--- src/rtl/i2c_req_arbiter_if.sv ---
// Requester and I2C_Top command bundle for i2c_req_arbiter.
// master: the arbiter; slave: requesters plus the I2C_Top master.
interface i2c_req_arbiter_if #(
    parameter int NUM_REQ       = 4,
    parameter int DATA_WIDTH    = 7,
    parameter int ADDRESS_WIDTH = 6
);
    logic [NUM_REQ-1:0]                   req_valid;
    logic [NUM_REQ-1:0]                   req_rw_bar;
    logic [NUM_REQ*(ADDRESS_WIDTH+1)-1:0] req_addr;
    logic [NUM_REQ*(DATA_WIDTH+1)-1:0]    req_wdata;
    logic [NUM_REQ-1:0]                   req_ready;
    logic [NUM_REQ-1:0]                   rsp_valid;
    logic [DATA_WIDTH:0]                  rsp_rdata;
    logic                                 rsp_err;
    logic                                 m_new_data;
    logic                                 m_rw_bar;
    logic [ADDRESS_WIDTH:0]               m_addr;
    logic [DATA_WIDTH:0]                  m_wdata;
    logic [DATA_WIDTH:0]                  m_rdata;
    logic                                 m_done;

    modport master (
        input  req_valid, req_rw_bar, req_addr, req_wdata,
        input  m_rdata, m_done,
        output req_ready, rsp_valid, rsp_rdata, rsp_err,
        output m_new_data, m_rw_bar, m_addr, m_wdata
    );

    modport slave (
        output req_valid, req_rw_bar, req_addr, req_wdata,
        output m_rdata, m_done,
        input  req_ready, rsp_valid, rsp_rdata, rsp_err,
        input  m_new_data, m_rw_bar, m_addr, m_wdata
    );
endinterface

--- src/rtl/i2c_req_arbiter.sv ---
// Round-robin arbiter sharing one I2C_Top master between NUM_REQ clients.
// One transaction at a time: IDLE -> ISSUE -> WAIT -> RESP, all outputs registered.
module i2c_req_arbiter #(
    parameter int NUM_REQ        = 4,
    parameter int DATA_WIDTH     = 7,
    parameter int ADDRESS_WIDTH  = 6,
    parameter int TIMEOUT_CYCLES = 1024
) (
    input  logic                  clk,
    input  logic                  reset,
    i2c_req_arbiter_if.master     bus,
    output logic                  busy
);
    localparam int DW = DATA_WIDTH + 1;
    localparam int AW = ADDRESS_WIDTH + 1;
    localparam int IW = (NUM_REQ > 1) ? $clog2(NUM_REQ) : 1;
    localparam int TW = (TIMEOUT_CYCLES > 1) ? $clog2(TIMEOUT_CYCLES) : 1;
    localparam logic [NUM_REQ-1:0] ONE = {{(NUM_REQ-1){1'b0}}, 1'b1};

    typedef enum logic [1:0] {
        IDLE,
        ISSUE,
        WAIT,
        RESP
    } state_t;

    state_t              state_q, state_d;
    logic [IW-1:0]       ptr_q, ptr_d;
    logic [IW-1:0]       grant_q, grant_d;
    logic [TW-1:0]       tmo_q, tmo_d;
    logic [NUM_REQ-1:0]  req_ready_q, req_ready_d;
    logic [NUM_REQ-1:0]  rsp_valid_q, rsp_valid_d;
    logic [DW-1:0]       rsp_rdata_q, rsp_rdata_d;
    logic                rsp_err_q, rsp_err_d;
    logic                m_new_data_q, m_new_data_d;
    logic                m_rw_bar_q, m_rw_bar_d;
    logic [AW-1:0]       m_addr_q, m_addr_d;
    logic [DW-1:0]       m_wdata_q, m_wdata_d;
    logic                busy_q, busy_d;

    logic                pick_found;
    logic [IW-1:0]       pick_idx;
    logic [IW-1:0]       cand_idx;
    int                  cand;

    // Search upward from the pointer, wrapping, for the first pending request.
    always_comb begin
        pick_found = 1'b0;
        pick_idx   = '0;
        cand       = 0;
        cand_idx   = '0;
        for (int k = 0; k < NUM_REQ; k++) begin
            cand = int'(ptr_q) + k;
            if (cand >= NUM_REQ) begin
                cand = cand - NUM_REQ;
            end
            cand_idx = IW'(cand);
            if (!pick_found && bus.req_valid[cand_idx]) begin
                pick_found = 1'b1;
                pick_idx   = cand_idx;
            end
        end
    end

    // Next-state, latched command and registered-output values.
    always_comb begin
        state_d    = state_q;
        ptr_d      = ptr_q;
        grant_d    = grant_q;
        tmo_d      = tmo_q;
        m_rw_bar_d = m_rw_bar_q;
        m_addr_d   = m_addr_q;
        m_wdata_d  = m_wdata_q;
        rsp_rdata_d = '0;
        rsp_err_d   = 1'b0;

        unique case (state_q)
            IDLE: begin
                if (pick_found) begin
                    state_d    = ISSUE;
                    grant_d    = pick_idx;
                    m_rw_bar_d = bus.req_rw_bar[pick_idx];
                    m_addr_d   = bus.req_addr[int'(pick_idx)*AW +: AW];
                    m_wdata_d  = bus.req_wdata[int'(pick_idx)*DW +: DW];
                end
            end
            ISSUE: begin
                state_d = WAIT;
                tmo_d   = '0;
            end
            WAIT: begin
                tmo_d = tmo_q + TW'(1);
                if (bus.m_done) begin
                    state_d     = RESP;
                    rsp_rdata_d = m_rw_bar_q ? bus.m_rdata : '0;
                    rsp_err_d   = 1'b0;
                    m_rw_bar_d  = 1'b0;
                    m_addr_d    = '0;
                    m_wdata_d   = '0;
                end else if (tmo_q == TW'(TIMEOUT_CYCLES - 1)) begin
                    state_d     = RESP;
                    rsp_rdata_d = '0;
                    rsp_err_d   = 1'b1;
                    m_rw_bar_d  = 1'b0;
                    m_addr_d    = '0;
                    m_wdata_d   = '0;
                end
            end
            RESP: begin
                state_d = IDLE;
                if (int'(grant_q) == NUM_REQ - 1) begin
                    ptr_d = '0;
                end else begin
                    ptr_d = grant_q + IW'(1);
                end
            end
            default: begin
                state_d = IDLE;
            end
        endcase

        req_ready_d  = (state_d == ISSUE) ? (ONE << grant_d) : '0;
        m_new_data_d = (state_d == ISSUE);
        rsp_valid_d  = (state_d == RESP) ? (ONE << grant_d) : '0;
        busy_d       = (state_d != IDLE);
    end

    // FSM state register.
    always_ff @(posedge clk or posedge reset) begin
        if (reset) begin
            state_q <= IDLE;
        end else begin
            state_q <= state_d;
        end
    end

    // Pointer, grant, timer and output registers.
    always_ff @(posedge clk or posedge reset) begin
        if (reset) begin
            ptr_q        <= '0;
            grant_q      <= '0;
            tmo_q        <= '0;
            req_ready_q  <= '0;
            rsp_valid_q  <= '0;
            rsp_rdata_q  <= '0;
            rsp_err_q    <= 1'b0;
            m_new_data_q <= 1'b0;
            m_rw_bar_q   <= 1'b0;
            m_addr_q     <= '0;
            m_wdata_q    <= '0;
            busy_q       <= 1'b0;
        end else begin
            ptr_q        <= ptr_d;
            grant_q      <= grant_d;
            tmo_q        <= tmo_d;
            req_ready_q  <= req_ready_d;
            rsp_valid_q  <= rsp_valid_d;
            rsp_rdata_q  <= rsp_rdata_d;
            rsp_err_q    <= rsp_err_d;
            m_new_data_q <= m_new_data_d;
            m_rw_bar_q   <= m_rw_bar_d;
            m_addr_q     <= m_addr_d;
            m_wdata_q    <= m_wdata_d;
            busy_q       <= busy_d;
        end
    end

    assign bus.req_ready  = req_ready_q;
    assign bus.rsp_valid  = rsp_valid_q;
    assign bus.rsp_rdata  = rsp_rdata_q;
    assign bus.rsp_err    = rsp_err_q;
    assign bus.m_new_data = m_new_data_q;
    assign bus.m_rw_bar   = m_rw_bar_q;
    assign bus.m_addr     = m_addr_q;
    assign bus.m_wdata    = m_wdata_q;
    assign busy           = busy_q;

endmodule

--- src/flat_wrapper.sv ---
// flat-port wrapper written by rule: the top's interface ports become plain ports
module i2c_req_arbiter_flat 
#(
    parameter int NUM_REQ        = 4,
    parameter int DATA_WIDTH     = 7,
    parameter int ADDRESS_WIDTH  = 6,
    parameter int TIMEOUT_CYCLES = 1024
)
  (clk, reset, busy, bus_req_valid, bus_req_rw_bar, bus_req_addr, bus_req_wdata, bus_m_rdata, bus_m_done, bus_req_ready, bus_rsp_valid, bus_rsp_rdata, bus_rsp_err, bus_m_new_data, bus_m_rw_bar, bus_m_addr, bus_m_wdata);
  i2c_req_arbiter_if #(.NUM_REQ(NUM_REQ), .DATA_WIDTH(DATA_WIDTH), .ADDRESS_WIDTH(ADDRESS_WIDTH)) bus_i ();
  input  logic clk;
  input  logic reset;
  output logic busy;
  input wire logic [$bits(bus_i.req_valid)-1:0] bus_req_valid;
  input wire logic [$bits(bus_i.req_rw_bar)-1:0] bus_req_rw_bar;
  input wire logic [$bits(bus_i.req_addr)-1:0] bus_req_addr;
  input wire logic [$bits(bus_i.req_wdata)-1:0] bus_req_wdata;
  input wire logic [$bits(bus_i.m_rdata)-1:0] bus_m_rdata;
  input wire logic [$bits(bus_i.m_done)-1:0] bus_m_done;
  output wire logic [$bits(bus_i.req_ready)-1:0] bus_req_ready;
  output wire logic [$bits(bus_i.rsp_valid)-1:0] bus_rsp_valid;
  output wire logic [$bits(bus_i.rsp_rdata)-1:0] bus_rsp_rdata;
  output wire logic [$bits(bus_i.rsp_err)-1:0] bus_rsp_err;
  output wire logic [$bits(bus_i.m_new_data)-1:0] bus_m_new_data;
  output wire logic [$bits(bus_i.m_rw_bar)-1:0] bus_m_rw_bar;
  output wire logic [$bits(bus_i.m_addr)-1:0] bus_m_addr;
  output wire logic [$bits(bus_i.m_wdata)-1:0] bus_m_wdata;
  assign bus_i.req_valid = bus_req_valid;
  assign bus_i.req_rw_bar = bus_req_rw_bar;
  assign bus_i.req_addr = bus_req_addr;
  assign bus_i.req_wdata = bus_req_wdata;
  assign bus_i.m_rdata = bus_m_rdata;
  assign bus_i.m_done = bus_m_done;
  assign bus_req_ready = bus_i.req_ready;
  assign bus_rsp_valid = bus_i.rsp_valid;
  assign bus_rsp_rdata = bus_i.rsp_rdata;
  assign bus_rsp_err = bus_i.rsp_err;
  assign bus_m_new_data = bus_i.m_new_data;
  assign bus_m_rw_bar = bus_i.m_rw_bar;
  assign bus_m_addr = bus_i.m_addr;
  assign bus_m_wdata = bus_i.m_wdata;
  i2c_req_arbiter #(.NUM_REQ(NUM_REQ), .DATA_WIDTH(DATA_WIDTH), .ADDRESS_WIDTH(ADDRESS_WIDTH), .TIMEOUT_CYCLES(TIMEOUT_CYCLES)) u_core (.clk(clk), .reset(reset), .bus(bus_i), .busy(busy));
endmodule
--- config.mk ---
export PLATFORM = sky130hd
export DESIGN_NAME = i2c_req_arbiter_flat
export DESIGN_NICKNAME = d
export VERILOG_FILES = /design/src/rtl/i2c_req_arbiter_if.sv /design/src/rtl/i2c_req_arbiter.sv /design/src/flat_wrapper.sv
export SDC_FILE = /design/constraint.sdc
export NUM_CORES = 1
export LEC_CHECK = 0
export ABC_AREA = 0
export BUFFER_PORTS_ARGS = -buffer_cell sky130_fd_sc_hd__clkbuf_2
export CAP_MARGIN = 20
export CORE_AREA = 2 2 96 80
export CTS_CLUSTER_DIAMETER = 50
export CTS_CLUSTER_SIZE = 25
export DETAILED_ROUTE_END_ITERATION = 16
export DIE_AREA = 0 0 98 82
export GPL_TIMING_DRIVEN = 0
export PLACE_DENSITY = 0.72
export SYNTH_ARGS = -nofsm -noshare
export SYNTH_HDL_FRONTEND = slang
export SYNTH_SLANG_ARGS = --single-unit
--- constraint.sdc ---
create_clock -name clk -period 2 [get_ports clk]
set_input_delay 0.2 -clock clk [delete_from_list [all_inputs] [get_ports clk]]
set_output_delay 0.2 -clock clk [all_outputs]
set_load 0.02 [all_outputs]
==> key figures, run 1 <==
Timing
  • Final Critical Period: 1.880 ns
  • Final setup margin: 0.1196 ns
  • Clock Skew: 0.008559 ns
  • Final worst path period share: 94.02%
  • Unrepaired setup endpoints after global routing: false
  • Worst-Margin Slew: 0.4385 ns
  • Slew Limit Fails: 0
  • Fmax achieved: 0.5318 GHz
  • Final Hold Viols: 0
  • Setup-failing EPs final: 0
  • Worst relative slew slack: 70.61%

Synth
  • Synth Area in XOR/XNOR: 0.9358%
  • Simple-gate share of the synthesized area: 16.04%
  • Most numerous cell in the Yosys netlist: dfrtp_1
  • Largest family of logic cells by synthesized area: compound AO/OA/AOI/OAI gates
  • Seq/Total Area, Yosys: 45.45%
  • Ys Warns: 0
  • Top FF cell, synth: dfrtp_1
  • Gate Count Post-Synth: 283
  • Mapped Area: 2808 µm²
  • Syn nets: 368
  • Top cells by area, synth: dfrtp_1 (45%), mux2i_1 (6.4%), a211o_1 (5.0%), o221ai_1 (5.0%), o21ai_0 (4.3%)
  • Yosys top cell area share: 45.45%
  • Synth Register Bits: 51
  • Post-synthesis adder-cell area fraction: 2.674%
  • Yosys cell types: 45
  • Top cells by count, synth: dfrtp_1 (51), inv_1 (24), o21ai_0 (24)
  • Area leader, netlist: dfrtp_1
  • Post-synthesis mux area share: 6.818%
  • Post-synth EDFFs: 0
  • Mapped Avg Cell Area: 9.921 µm²
  • Ys async rst share: 100.0%
  • Post-synthesis compound-gate area fraction: 21.12%

Power and ir drop
  • Comb pwr share: 55.1%
  • Pint: 2.617 mW
  • Sw Share: 45.05%
  • Clock power frac: 13.2%
  • P per Cell Area: 1283 nW/µm²
  • Worst vdd ir: 0.5928 mV
  • Leak Pwr: 1.837 nW
  • Psw: 2.145 mW
  • Sequential power share: 31.6%

Clocking
  • Htree depth: 2
  • Clk_lat worst skew: 0.31 ns
  • Worst-case clock buffer depth: 2
  • Root buf cell: clkbuf_8
  • Total CTS buffers: 5
  • Clock transition at the registers of the reported paths: 0.10 ns
  • Clock sink count: 51
  • CTS tree: done

Floorplanning
  • Core area: 7112 µm²
  • Initial core utilization: 39.48%
  • Num ports: 114
  • Std cell rows: 28
  • DIE HEIGHT: 82 µm
  • Die W: 98 µm
  • Die area: 8036 µm²

Place
  • Port Buffers: 112
  • Dpl ws: -0.2978 ns
  • Placed inst area: 3501 µm²
  • Dpl hpwl: 5.408 mm
  • Routability cong.: 0.8150

Cells and area
  • ANT cells: 0
  • Share of cells above drive strength 1: 38.73%
  • Syn-to-layout area delta: 32.17%
  • Util after Layout: 52.18%
  • Nets: 492
  • Finished Cell Area: 3711 µm²

Worst setup path
  • Crit Reg-Reg Endpoint: u_core.bus.m_addr[2]
  • Largest stage delay, worst path: 0.46 ns
  • Slowest CP cell: dfrtp_2
  • CP Cell Sequence: mux2i_4 > o22ai_4 > nor2_8 > buf_6 > mux2i_1 > o221ai_1
  • CP startpoint kind: register
  • Critical Path Fanout Max: 10
  • Reg2reg setup slack: 0.12 ns
  • Crit end category: register
  • Setup Crit Path Kind: register to register
  • Crit path arrival time: 2.07 ns
  • CP Depth: 6
  • Worst r2r src: u_core.ptr_q[1]
  • Largest delay contributor family on the critical path: multiplexers
  • Setup crit start: u_core.ptr_q[1]
  • Worst Path Required: 2.19 ns
  • Crit path buf inv count: 1
  • Reg2reg path depth: 6
  • Worst setup endpoint: u_core.bus.m_addr[2]

Global routing
  • Vias in the first global route: 2438
  • Initial antenna violation count: 0
  • GR Overflow Total: 0
  • First-pass GRT wire length: 11.92 mm
  • GR Util All Layers: 18.38%
  • Largest net degree at the start of global routing: 43

Drt
  • Pre-antenna DRT Iters: 5
  • DR vias: 2627
  • Iteration-0 DRC Markers: 153
  • WL final: 7.378 mm
  • Post-DR vias/cell: 5.275
  • Post-route ant nets: 0
  • Wire per inst: 14.82 µm
  • DRC Markers: 0

Worst hold path
  • Min-delay worst type: input pin to register

Run status
  • Status: complete, no violations

Job
  • Max Cap Violations: 0
## flip-flops by register name, summed over array words and instances, names as in the netlist, 2 cells and up
name	cells
u_core.bus.m_addr	7
u_core.bus.m_wdata	8
u_core.bus.rsp_rdata	8
u_core.ptr_q	2
u_core.state_q	2
u_core.grant_q	2
u_core.bus.req_ready	4
u_core.tmo_q	10
u_core.bus.rsp_valid	4
## repair_timing
action,4_1_cts,5_1_grt
buffers inserted,0,4
gates cloned,0,0
setup endpoints to repair,24,17
hold endpoints to repair,9,0
pin swaps,0,2
resized for setup,5,13
hold buffers,1,0
## cell usage in the layout, fill, tap and decap left out, drive strengths merged, types with 5 or more instances in the layout
cell type / instances
clkbuf: 119
a211o: 16
inv: 27
dfrtp: 51
o21ai: 27
and2: 8
nand3: 24
nand2: 20
mux2i: 18
nor2: 15
buf: 16
o221ai: 16
ha: 6
nor3: 5
## layer usage
layer | wire (µm) | up-vias | GRT usage [%] | part of all wire, %
met1 | 3437 | 1239 | 25.99 | 47
li1 | - | 1275 | - | -
met2 | 3381 | 103 | 28.49 | 46
met3 | 477 | 10 | 4.170 | 6.5
met5 | 0 | - | 0 | 0
met4 | 81 | 0 | 5.278 | 1.1
## power groups by stage
stage	clock, mW	combinational (mW)	sequential, mW
floorplan	0	1.54	1.72
global placement	0	2.41	1.50
detailed placement	0	2.48	1.51
global route	0.684	2.90	1.54
CTS	0.651	2.51	1.49
finish	0.631	2.63	1.50
## cell type report
type	count	area, µm²
clock inverter	3	26.28
tap	90	112.6
buffer	13	100.1
multi-input combinational	193	1409
clock buffer	5	68.82
timing repair buffer	118	620.6
fill	673	3401
inverter	25	96.34
sequential	51	1277
## stage by stage
stage	hold WS (ns)	TNS (ns)	power, mW	instances
finish	0.08685	0	4.762	498
global route	0.08167	0	5.128	498
CTS	0.07850	0	4.653	494
detailed placement	0.1213	-5.234	3.984	486
global placement	0.4071	-9.330	3.912	485
floorplan	0.2715	0	3.262	283
## cells by family (layout without fill, tap and decap cells)
kind of cell / Yosys count / after routing
simple gates: 85 / 85
flops: 51 / 51
compound gates: 80 / 80
mux: 19 / 19
buf+inv: 39 / 164
xor+xnor: 3 / 3
fa+ha+maj: 6 / 6
## how the worst min path moves through the flow
stage | to | cells past startpoint | slack, ns | from
2_1_floorplan | u_core.bus.rsp_err | 1 | 0.27 | bus_m_done
5_1_grt | u_core.bus.rsp_rdata[5] | 2 | 0.08 | bus_m_rdata[5]
3_5_place_dp | u_core.bus.m_addr[2] | 2 | 0.12 | reset
3_3_place_gp | u_core.bus.rsp_rdata[2] | 2 | 0.41 | bus_m_rdata[2]
4_1_cts | u_core.bus.rsp_rdata[3] | 2 | 0.08 | bus_m_rdata[3]
6_report | u_core.bus.rsp_rdata[0] | 2 | 0.09 | bus_m_rdata[0]
Power figures use the tool's default switching activity.
==> run 2, diff against run 1 <==
BUFFER_PORTS_ARGS = -buffer_cell sky130_fd_sc_hd__buf_2   (was -buffer_cell sky130_fd_sc_hd__clkbuf_2)
==> key figures, run 2 (same netlist as run 1, synthesis figures left out) <==
Cells and area
  • ANT cells: 0 (unchanged)
  • Share of cells above drive strength 1: 38.02% (-0.70 points)
  • Max reg flops: 10 (unchanged)
  • Commonest non-fill, non-tap cells in the layout: buf_2 (117), dfrtp_1 (50), o21ai_0 (24), inv_1 (23), nand3_1 (23)
  • Nets: 489 (-0.61%)
  • Commonest non-fill, non-tap cell in the layout: buf_2
  • Biggest register: u_core.tmo_q
  • Syn-to-layout area delta: 30.30%

Timing
  • Fmax achieved: 0.5141 GHz (-3.3%)
  • Clock Skew: 0.01315 ns (+0.004586 ns)
  • Worst-Margin Slew: 0.5088 ns (+0.07030 ns)
  • Slew Limit Fails: 0 (unchanged)
  • Worst relative slew slack: 66.03% (-4.6 points)
  • Final setup margin: 0.05470 ns (-0.06494 ns)
  • Final Hold Viols: 0 (unchanged)
  • Setup-failing EPs final: 0 (unchanged)
  • Final Critical Period: 1.945 ns (+0.06494 ns)
  • Final worst path period share: 97.26% (+3.2 points)

Worst setup path
  • CP Cell Sequence: ha_1 > nand3_1 > nor4_2 > o31a_2 > buf_6 > o221ai_1
  • Reg2reg setup slack: 0.05 ns (-0.06 ns)
  • Worst Path Required: 2.17 ns (-0.02 ns)
  • Largest stage delay, worst path: 0.43 ns (-0.03 ns)
  • Crit end category: register
  • Slowest CP cell: dfrtp_1
  • Critical Path Fanout Max: 10 (unchanged)
  • Reg2reg path depth: 6 (unchanged)
  • CP startpoint kind: register
  • CP Depth: 6 (unchanged)
  • Crit path buf inv count: 1 (unchanged)
  • Crit path arrival time: 2.12 ns (+0.05 ns)
  • Largest delay contributor family on the critical path: simple AND/OR/NAND/NOR gates
  • Setup Crit Path Kind: register to register

Floorplanning
  • Initial core utilization: 39.48% (unchanged)
  • Std cell rows: 28 (unchanged)
  • DIE HEIGHT: 82 µm (unchanged)
  • Die area: 8036 µm² (unchanged)
  • Die W: 98 µm (unchanged)
  • Core area: 7112 µm² (unchanged)
  • Num ports: 114 (unchanged)

Job
  • Max Cap Violations: 0 (unchanged)

Drt
  • Post-route ant nets: 0 (unchanged)
  • Wire per inst: 14.59 µm (-1.5%)
  • DRC Markers: 0 (unchanged)
  • Iteration-0 DRC Markers: 169 (+10%)
  • Post-DR vias/cell: 5.269 (-0.12%)
  • DR vias: 2608 (-0.72%)
  • WL final: 7.220 mm (-2.1%)
  • Pre-antenna DRT Iters: 4 (-1)

Power and ir drop
  • Total power: 4.696 mW (-1.4%)
  • P per Cell Area: 1284 nW/µm² (about the same)
  • Leak Pwr: 1.793 nW (-2.4%)
  • Worst vdd ir: 0.7711 mV (+30%)

Global routing
  • Initial antenna violation count: 0 (unchanged)
  • Largest net degree at the start of global routing: 31 (-28%)
  • First-pass GRT wire length: 11.32 mm (-5.0%)
  • GR Overflow Total: 0 (unchanged)
  • GR Util All Layers: 17.37% (-1.0 points)
  • Vias in the first global route: 2424 (-0.57%)

Place
  • Dpl hpwl: 5.415 mm (+0.13%)
  • Routability cong.: 0.8196 (+0.56%)
  • Port Buffers: 112 (unchanged)
  • Dpl ws: -0.3160 ns (-0.01813 ns)

Clocking
  • Clock sink count: 51 (unchanged)
  • Worst-case clock buffer depth: 2 (unchanged)
  • Clock transition at the registers of the reported paths: 0.10 ns (about the same)
  • Htree depth: 2 (unchanged)
  • Clk_lat worst skew: 0.31 ns (about the same)
  • Root buf cell: clkbuf_8
  • CTS tree: done
  • Total CTS buffers: 5 (unchanged)

Run status
  • Status: complete, no violations

Worst hold path
  • Hold Crit Depth: 2 (unchanged)
  • Min-delay worst type: input pin to register
run 2: cell count changes in the layout (fill, tap and decap cells not counted):
cell / before / now
buf_4: 6 / 2
nor4_4: 3 / 1
nand3_4: 1 / 0
clkinv_4: 1 / 2
inv_6: 2 / 0
nor4_2: 0 / 2
nand3_1: 22 / 23
inv_8: 0 / 1
buf_2: 4 / 117
clkbuf_2: 113 / 1
run 2: what timing repair did:
action,4_1_cts,5_1_grt
buffers inserted,0,1
endpoints found under the setup margin,24,17
endpoints found under the hold margin,21,0
pin swaps,0,1
gates resized for setup,4,8
hold buffers,1,0
cloned,0,0
run 2: where the power goes:
part | internal (mW) | leakage, nW | switching (mW)
logic | 1.02 | 1.06 | 1.55
registers | 1.31 | 0.678 | 0.181
clock network | 0.260 | 0.0502 | 0.378
total | 2.59 | 1.79 | 2.11
run 2: area by class of cell:
class	instances	area (µm²)
clock inverters	3	28.78
repair buffers	115	598.1
clock buffers	5	68.82
plain buffers	13	97.59
multi-input cells	193	1379
fillers	680	3453
flip-flops and latches	51	1277
inverters	25	96.34
well taps	90	112.6
run 2: worst paths after layout:
path	from	endpoint
max	u_core.tmo_q[0]	u_core.bus.m_addr[6]
min in group asynchronous	reset	u_core.bus.m_rw_bar
min reg2reg	u_core.tmo_q[6]	u_core.tmo_q[6]
max in group asynchronous	reset	u_core.ptr_q[0]
max reg2reg	u_core.tmo_q[0]	u_core.bus.m_addr[6]
min	bus_m_rdata[4]	u_core.bus.rsp_rdata[4]
run 2: layer usage:
layer	up-vias	share of wire, %	track usage, %
met5	-	0	0
met4	0	0.55	3.333
met3	2	7.7	3.574
met2	104	45	27.47
met1	1226	47	24.97
li1	1276	-	-
run 2: worst register-to-register path, stage by stage, from the launching register on:
cell	delay (ns)
dfrtp_1	0.43
ha_1	0.21
nand3_1	0.19
nor4_2	0.43
o31a_2	0.27
buf_6	0.16
o221ai_1	0.13
run 2: through the flow:
| step | hold WS [ns] | cells | TNS, ns | area [µm²] | utilization, % |
|---|---|---|---|---|---|
| 2_1_floorplan | 0.2715 | 283 | 0 | 2808 | - |
| 3_3_place_gp | 0.4069 | 485 | -10.17 | 3481 | 48.94 |
| 3_5_place_dp | 0.2606 | 486 | -5.660 | 3501 | 49.23 |
| 4_1_cts | 0.08882 | 494 | 0 | 3617 | 50.86 |
| 5_1_grt | 0.07703 | 495 | -0.05026 | 3659 | 51.44 |
| 6_report | 0.09296 | 495 | 0 | 3659 | 51.44 |
